## src/rtl/axis_frame_gen_pkg.sv

```systemverilog
// Shared types and constants for the AXI-Stream frame generator.
//   state_t   : run-control FSM states (IDLE, SEND, GAP)
//   CNT_WIDTH : width of the frame index and of the status counters
//   CNT_MAX   : saturation value of the status counters
package axis_frame_gen_pkg;

  localparam int CNT_WIDTH = 16;
  localparam logic [CNT_WIDTH-1:0] CNT_MAX = '1;

  typedef enum logic [1:0] {
    IDLE = 2'd0,
    SEND = 2'd1,
    GAP  = 2'd2
  } state_t;

endpackage

```

## src/rtl/axis_frame_gen_sat_cnt.sv

```systemverilog
// Saturating up-counter used for the frames_sent and drops_seen status.
//   clk, rst : clock, synchronous active-high reset
//   clr      : synchronous clear, wins over inc
//   inc      : increment by one unless already at CNT_MAX
//   count    : current value
module axis_frame_gen_sat_cnt
  import axis_frame_gen_pkg::*;
(
  input  logic                 clk,
  input  logic                 rst,
  input  logic                 clr,
  input  logic                 inc,
  output logic [CNT_WIDTH-1:0] count
);

  // NOTE: clocked state is written with non-blocking assignments so every
  // register samples the pre-edge values of the others.
  always_ff @(posedge clk) begin
    if (rst || clr) begin
      count <= '0;
    end else if (inc && (count != CNT_MAX)) begin
      count <= count + 1'b1;
    end
  end

endmodule

```

## src/rtl/axis_frame_gen.sv

```systemverilog
// AXI-Stream frame transmitter for bench / bring-up / board loopback.
// Emits cfg_frames frames (0 = until stop) of cfg_len beats (0 treated as 1)
// separated by cfg_gap idle cycles; every cfg_bad_every-th frame carries
// tuser on its last beat. Beat b of frame k carries (k + b) mod 2^DATA_WIDTH.
// Counts completed frames and rising edges of the FIFO's drop_frame.
//   clk, rst            : clock, synchronous active-high reset
//   start, stop         : one-cycle run control pulses
//   cfg_*               : run configuration, latched on an accepted start
//   output_axis_*       : AXI-Stream master (all outputs registered)
//   drop_frame          : drop indication from the downstream FIFO
//   busy                : run in progress
//   frames_sent         : frames completed in current/last run (saturating)
//   drops_seen          : drop_frame rising edges since last start (saturating)
module axis_frame_gen
  import axis_frame_gen_pkg::*;
#(
  parameter int DATA_WIDTH = 8,
  parameter int LEN_WIDTH  = 8,
  parameter int GAP_WIDTH  = 4
) (
  input  logic                  clk,
  input  logic                  rst,
  input  logic                  start,
  input  logic                  stop,
  input  logic [CNT_WIDTH-1:0]  cfg_frames,
  input  logic [LEN_WIDTH-1:0]  cfg_len,
  input  logic [GAP_WIDTH-1:0]  cfg_gap,
  input  logic [7:0]            cfg_bad_every,
  output logic [DATA_WIDTH-1:0] output_axis_tdata,
  output logic                  output_axis_tvalid,
  input  logic                  output_axis_tready,
  output logic                  output_axis_tlast,
  output logic                  output_axis_tuser,
  input  logic                  drop_frame,
  output logic                  busy,
  output logic [CNT_WIDTH-1:0]  frames_sent,
  output logic [CNT_WIDTH-1:0]  drops_seen
);

  state_t                state_q, state_d;
  logic [DATA_WIDTH-1:0] tdata_q, tdata_d;
  logic                  tvalid_q, tvalid_d;
  logic                  tlast_q, tlast_d;
  logic                  tuser_q, tuser_d;
  logic [LEN_WIDTH-1:0]  beat_q, beat_d;
  // One register serves as both frame index (data seed) and frame count
  // (run-length compare); both are cleared on start and step together.
  logic [CNT_WIDTH-1:0]  frame_q, frame_d;
  logic [GAP_WIDTH-1:0]  gap_q, gap_d;
  // Frames remaining until the next bad frame; 1 means the current frame.
  logic [7:0]            bad_q, bad_d;
  logic                  stop_pend_q, stop_pend_d;

  logic [CNT_WIDTH-1:0]  cfg_frames_q, cfg_frames_d;
  logic [LEN_WIDTH-1:0]  last_beat_q, last_beat_d;
  logic [GAP_WIDTH-1:0]  cfg_gap_q, cfg_gap_d;
  logic [7:0]            cfg_bad_q, cfg_bad_d;

  logic                  drop_q;
  logic                  start_acc;
  logic                  sent_inc;

  logic                  hs;
  logic [CNT_WIDTH-1:0]  frame_nxt;
  logic [LEN_WIDTH-1:0]  beat_inc;
  logic [7:0]            bad_nxt;
  logic                  run_end;

  assign hs        = tvalid_q & output_axis_tready;
  assign frame_nxt = frame_q + 1'b1;
  assign beat_inc  = beat_q + 1'b1;
  assign bad_nxt   = (bad_q <= 8'd1) ? cfg_bad_q : bad_q - 8'd1;
  assign run_end   = stop_pend_q | stop |
                     ((cfg_frames_q != '0) && (frame_nxt == cfg_frames_q));

  // NOTE: every signal driven here gets its default first, so no path can
  // leave one unassigned and infer a latch.
  always_comb begin
    state_d      = state_q;
    tdata_d      = tdata_q;
    tvalid_d     = tvalid_q;
    tlast_d      = tlast_q;
    tuser_d      = tuser_q;
    beat_d       = beat_q;
    frame_d      = frame_q;
    gap_d        = gap_q;
    bad_d        = bad_q;
    stop_pend_d  = stop_pend_q;
    cfg_frames_d = cfg_frames_q;
    last_beat_d  = last_beat_q;
    cfg_gap_d    = cfg_gap_q;
    cfg_bad_d    = cfg_bad_q;
    start_acc    = 1'b0;
    sent_inc     = 1'b0;

    unique case (state_q)
      IDLE: begin
        if (start) begin
          start_acc    = 1'b1;
          cfg_frames_d = cfg_frames;
          last_beat_d  = (cfg_len == '0) ? '0 : cfg_len - 1'b1;
          cfg_gap_d    = cfg_gap;
          cfg_bad_d    = cfg_bad_every;
          bad_d        = cfg_bad_every;
          frame_d      = '0;
          beat_d       = '0;
          stop_pend_d  = 1'b0;
          state_d      = SEND;
          tvalid_d     = 1'b1;
          tdata_d      = '0;
          tlast_d      = (cfg_len <= LEN_WIDTH'(1));
          tuser_d      = (cfg_len <= LEN_WIDTH'(1)) && (cfg_bad_every == 8'd1);
        end
      end

      SEND: begin
        if (stop) stop_pend_d = 1'b1;
        if (hs) begin
          if (tlast_q) begin
            sent_inc = 1'b1;
            frame_d  = frame_nxt;
            bad_d    = bad_nxt;
            beat_d   = '0;
            if (run_end) begin
              state_d  = IDLE;
              tvalid_d = 1'b0;
              tlast_d  = 1'b0;
              tuser_d  = 1'b0;
            end else if (cfg_gap_q == '0) begin
              // Back-to-back: beat 0 of the next frame follows immediately.
              tdata_d = DATA_WIDTH'(frame_nxt);
              tlast_d = (last_beat_q == '0);
              tuser_d = (last_beat_q == '0) && (bad_nxt == 8'd1);
            end else begin
              state_d  = GAP;
              gap_d    = cfg_gap_q;
              tvalid_d = 1'b0;
              tlast_d  = 1'b0;
              tuser_d  = 1'b0;
            end
          end else begin
            beat_d  = beat_inc;
            tdata_d = tdata_q + 1'b1;
            tlast_d = (beat_inc == last_beat_q);
            tuser_d = (beat_inc == last_beat_q) && (bad_q == 8'd1);
          end
        end
      end

      GAP: begin
        if (stop || stop_pend_q) begin
          state_d = IDLE;
        end else if (gap_q == GAP_WIDTH'(1)) begin
          state_d  = SEND;
          tvalid_d = 1'b1;
          tdata_d  = DATA_WIDTH'(frame_q);
          tlast_d  = (last_beat_q == '0);
          tuser_d  = (last_beat_q == '0) && (bad_q == 8'd1);
        end else begin
          gap_d = gap_q - 1'b1;
        end
      end

      default: begin
        state_d  = IDLE;
        tvalid_d = 1'b0;
        tlast_d  = 1'b0;
        tuser_d  = 1'b0;
      end
    endcase
  end

  always_ff @(posedge clk) begin
    if (rst) begin
      state_q      <= IDLE;
      tdata_q      <= '0;
      tvalid_q     <= 1'b0;
      tlast_q      <= 1'b0;
      tuser_q      <= 1'b0;
      beat_q       <= '0;
      frame_q      <= '0;
      gap_q        <= '0;
      bad_q        <= '0;
      stop_pend_q  <= 1'b0;
      cfg_frames_q <= '0;
      last_beat_q  <= '0;
      cfg_gap_q    <= '0;
      cfg_bad_q    <= '0;
      drop_q       <= 1'b0;
    end else begin
      state_q      <= state_d;
      tdata_q      <= tdata_d;
      tvalid_q     <= tvalid_d;
      tlast_q      <= tlast_d;
      tuser_q      <= tuser_d;
      beat_q       <= beat_d;
      frame_q      <= frame_d;
      gap_q        <= gap_d;
      bad_q        <= bad_d;
      stop_pend_q  <= stop_pend_d;
      cfg_frames_q <= cfg_frames_d;
      last_beat_q  <= last_beat_d;
      cfg_gap_q    <= cfg_gap_d;
      cfg_bad_q    <= cfg_bad_d;
      drop_q       <= drop_frame;
    end
  end

  axis_frame_gen_sat_cnt u_frames_sent (
    .clk   (clk),
    .rst   (rst),
    .clr   (start_acc),
    .inc   (sent_inc),
    .count (frames_sent)
  );

  // The edge detector keeps running across start so an already-high
  // drop_frame is not recounted as a new episode.
  axis_frame_gen_sat_cnt u_drops_seen (
    .clk   (clk),
    .rst   (rst),
    .clr   (start_acc),
    .inc   (drop_frame & ~drop_q),
    .count (drops_seen)
  );

  assign output_axis_tdata  = tdata_q;
  assign output_axis_tvalid = tvalid_q;
  assign output_axis_tlast  = tlast_q;
  assign output_axis_tuser  = tuser_q;
  assign busy               = (state_q != IDLE);

endmodule

```

## config.mk

```make
export PLATFORM = sky130hd
export DESIGN_NAME = axis_frame_gen
export DESIGN_NICKNAME = d
export VERILOG_FILES = /design/src/rtl/axis_frame_gen_pkg.sv /design/src/rtl/axis_frame_gen_sat_cnt.sv /design/src/rtl/axis_frame_gen.sv
export SDC_FILE = /design/constraint.sdc
export NUM_CORES = 1
export LEC_CHECK = 0
export ABC_CLOCK_PERIOD_IN_PS = 3400
export BUFFER_PORTS_ARGS = -buffer_cell sky130_fd_sc_hd__buf_4
export CAP_MARGIN = 40
export CORE_ASPECT_RATIO = 1.4
export CORE_UTILIZATION = 38
export DETAILED_ROUTE_END_ITERATION = 10
export HOLD_SLACK_MARGIN = 0.15
export PLACE_DENSITY = 0.58
export SETUP_SLACK_MARGIN = 0.05
export SLEW_MARGIN = 20
export SYNTH_ARGS = -nofsm -noshare
export SYNTH_HDL_FRONTEND = slang
export SYNTH_SLANG_ARGS = --single-unit
export TNS_END_PERCENT = 5
```

## constraint.sdc

```tcl
create_clock -name clk -period 3.4 [get_ports clk]
set_input_delay 0.17 -clock clk [delete_from_list [all_inputs] [get_ports clk]]
set_output_delay 0.17 -clock clk [all_outputs]
set_load 0.01 [all_outputs]
```

==> impl_metrics.env <==
export IMPL_postRouteAntennaNets=0
export IMPL_p_leak_nw=3.261
export IMPL_p_switching_mw=1.731
export IMPL_cts_tree="yes"
export IMPL_num_vias=6275
export IMPL_hold_start="cfg_len[3]"
export IMPL_final_layout_size_suffix_gt1_frac=0.1699
export IMPL_hold_violations=0
export IMPL_cts_made_buffers=17
export IMPL_die_x_um=113.2
export IMPL_dieHeight_um=157.7
export IMPL_clk_pin_slew_ns=0.06
export IMPL_clockRootBuffer="clkbuf_16"
export IMPL_grt_pass1_wl_um=30040
export IMPL_hpwl_um=13020
export IMPL_cts_sinks=119
export IMPL_area_growth_pct=29.89
export IMPL_r2r_cells=11
export IMPL_placed_cells=1096
export IMPL_critical_path_top_delay_family="simple AND/OR/NAND/NOR gates"
export IMPL_grt_pass1_vias=6064
export IMPL_antenna_cells=0
export IMPL_seqPwrFrac=0.327
export IMPL_fin_area_um2=8552
export IMPL_p_total_mw=5.157
export IMPL_antenna_found_initial=0
export IMPL_startpoint_type="register"
export IMPL_rsz0062_at_grt="yes"
export IMPL_worstPathCellList="ha_1, nand3_1, buf_4, nor4_1, xnor2_1, o2111ai_1, and4b_1, a21oi_2, o21ai_4, buf_12, mux2_4"
export IMPL_power_density_nw_per_um2=603.0
export IMPL_fin_cells=1168
export IMPL_mostFrequentLayoutCells="119 x dfxtp_1, 101 x buf_4, 96 x nor2_1"
export IMPL_max_freq_ghz=0.3329
export IMPL_status="finished clean"
export IMPL_slew_headroom=0.5021
export IMPL_yosysSeqAreaShare=0.3618
export IMPL_layout_min_cycle_time_ns=3.004
export IMPL_yosys_register_bits=119
export IMPL_worst_path_max_fanout=9
export IMPL_postLayoutCoreUtil=0.5064
export IMPL_yosysUniqueCellTypes=65
export IMPL_cp_num_buf_inv=2
export IMPL_synth_nets=858
export IMPL_clk_path_buf_depth=2
export IMPL_nNetsFinal=981
export IMPL_hp_class="in2reg"
export IMPL_gp_congestion=0.8649
export IMPL_overflow=0
export IMPL_initial_core_util=0.3899
export IMPL_avgRoutedWirePerCell_um=15.76
export IMPL_p_clk_frac=0.376
export IMPL_whs_endpoint="last_beat_q[3]$_SDFFE_PP0P_"
export IMPL_dpl_cell_area_um2=7502
export IMPL_synth_main_ff_cell="dfxtp_1"
export IMPL_r2r_start="frame_q[0]$_SDFFE_PP0P_"
export IMPL_ioPinCount=86
export IMPL_setup_viol=0
export IMPL_ys_warn_count=0
export IMPL_max_vdd_ir_drop_mv=0.3345
export IMPL_post_route_period_util=0.8836
export IMPL_max_stage_delay_ns=0.48
export IMPL_design_die_area_um2=17860
export IMPL_htree_levels=4
export IMPL_cts_resized=0
export IMPL_min_path_cells=4
export IMPL_critical_path_endpoint_type="register"
export IMPL_max_cap_violations=0
export IMPL_portBuffers=85
export IMPL_combPwrFrac=0.298
export IMPL_netSwitchingFraction=0.3357
export IMPL_clk_insertion_delay_late_ns=0.43
export IMPL_critPathSlowestCell="dfxtp_1"
export IMPL_syn_inst=800
export IMPL_cp_data_arrival_time_ns=3.31
export IMPL_synth_edf_count=0
export IMPL_fin_setup_tns_ns=0
export IMPL_netlist_area_um2=6584
export IMPL_routed_wl_um=18410
export IMPL_finClkSkew_ns=0.007517
export IMPL_cell_internal_pwr_mw=3.426
export IMPL_reg2reg_to="output_axis_tdata[5]$_SDFFE_PP0P_"
export IMPL_crit_type="reg2reg"
export IMPL_drt_iter0_markers=356
export IMPL_rows=56
export IMPL_track_usage=0.2182
export IMPL_core_um2=16890
export IMPL_required_ns=3.71
export IMPL_avgSynthCellArea_um2=8.230
export IMPL_maxSlewViolCount=0
export IMPL_firstDrtPassIters=5
export IMPL_grt_max_degree=53
export IMPL_final_common_cell="dfxtp_1"
export IMPL_tightest_slew_ns=0.7400
export IMPL_drc_errors=0
export IMPL_async_flop_share=0
export IMPL_rrSetupSlack_ns=0.40
export IMPL_via_per_inst=5.372
[tightest hold or removal path, cell delays in order]
cell and delay (ns):
buf_4 0.08, o31ai_1 0.07, a21oi_1 0.17, a21o_1 0.09
[logic make-up (layout without fill, tap and decap cells)]
group | Yosys count | in the layout | share of synthesized area
AOI/OAI and AO/OA | 179 | 179 | 0.1828
buffers and inverters | 58 | 194 | 0.03630
xor gates and xnor gates | 76 | 76 | 0.1011
adders and majority gates | 16 | 16 | 0.03041
and+or+nand+nor | 332 | 332 | 0.2507
muxes | 20 | 20 | 0.03687
DFF | 119 | 119 | 0.3618
[repair_timing]
action / CTS / global route
setup buffers: 0 / 1
endpoints found under the setup margin: 0 / 8
hold buffers: 39 / 0
endpoints found under the hold margin: 43 / 0
[Yosys cell counts, types with 4 or more instances]
| master | instances | area share |
|---|---|---|
| or4_1 | 5 | 0.0057 |
| a21oi_1 | 45 | 0.034 |
| and3_1 | 11 | 0.010 |
| ha_1 | 16 | 0.030 |
| xor2_1 | 39 | 0.052 |
| buf_2 | 5 | 0.0038 |
| nor3_1 | 19 | 0.014 |
| o2111ai_1 | 4 | 0.0053 |
| o21ai_0 | 49 | 0.037 |
| xnor2_1 | 37 | 0.049 |
| nand2b_1 | 9 | 0.0086 |
| a211oi_1 | 7 | 0.0080 |
| mux2i_1 | 10 | 0.015 |
| nand4_1 | 17 | 0.016 |
| inv_1 | 20 | 0.011 |
| a22oi_1 | 8 | 0.0091 |
| nor4_1 | 20 | 0.019 |
| or3_1 | 9 | 0.0086 |
| mux2_4 | 8 | 0.018 |
| nor2_1 | 97 | 0.055 |
| nand2_1 | 77 | 0.044 |
| nor2b_1 | 12 | 0.011 |
| a22o_1 | 28 | 0.037 |
| dfxtp_1 | 119 | 0.36 |
| nand4b_1 | 5 | 0.0067 |
| clkbuf_1 | 28 | 0.016 |
| nand3_1 | 33 | 0.025 |
| o211ai_1 | 5 | 0.0057 |
[worst max path at each step]
stage                                  from                           endpoint  slack (ns)  cells after the start
finish              frame_q[0]$_SDFFE_PP0P_  output_axis_tdata[5]$_SDFFE_PP0P_        0.40                     11
global route        frame_q[0]$_SDFFE_PP0P_     output_axis_tuser$_SDFFE_PP0P_        0.05                     10
CTS                 frame_q[0]$_SDFFE_PP0P_  output_axis_tdata[5]$_SDFFE_PP0P_        0.29                     10
detailed placement  frame_q[0]$_SDFFE_PP0P_  output_axis_tdata[1]$_SDFFE_PP0P_        0.31                     10
global placement    frame_q[0]$_SDFFE_PP0P_  output_axis_tdata[4]$_SDFFE_PP0P_        0.37                     10
floorplan           frame_q[1]$_SDFFE_PP0P_  output_axis_tdata[0]$_SDFFE_PP0P_        0.67                      9
[layer usage]
metal | GRT usage | wire length (um) | vias to the layer above
met2 | 0.3853 | 9303 | 163
met5 | 0 | 0 | -
met1 | 0.2432 | 7693 | 2940
met3 | 0.05130 | 819 | 40
met4 | 0.1140 | 590 | 0
li1 | - | - | 3132
[power groups by stage]
stage	logic, mW	registers, mW	clock network, mW
after global routing	1.71	1.70	2.05
after CTS	1.51	1.68	1.99
after global placement	1.46	1.71	0
after detailed placement	1.47	1.71	0
final	1.54	1.68	1.94
after floorplan	1.01	1.67	0
[cell type report]
cell class | instances | area (um^2)
fill | 1636 | 8334
multi-input combinational | 623 | 3976
sequential | 119 | 2382
timing repair buffer | 142 | 1189
clock buffer | 18 | 439.2
tap | 232 | 290.3
clock inverter | 14 | 200.2
inverter | 20 | 75.07
[state kept, by name, summed over array words and instances (netlist names)]
name and count:
output_axis_tdata 8, cfg_bad_q 8, gap_q 4, stop_pend_q 1, u_frames_sent.count 16, last_beat_q 8
output_axis_tlast 1, bad_q 8, state_q 2, u_drops_seen.count 16, frame_q 16, drop_q 1
cfg_gap_q 4, beat_q 8, output_axis_tuser 1, output_axis_tvalid 1, cfg_frames_q 16
[metrics by stage]
step	hold slack, ns	setup WS (ns)
5_1_grt	0.2068	0.04822
3_5_place_dp	0.3837	0.3106
4_1_cts	0.1699	0.2875
2_1_floorplan	0.2854	0.6733
3_3_place_gp	0.3808	0.3654
6_report	0.1955	0.3958
No activity file was read; power rests on OpenSTA's default activity.
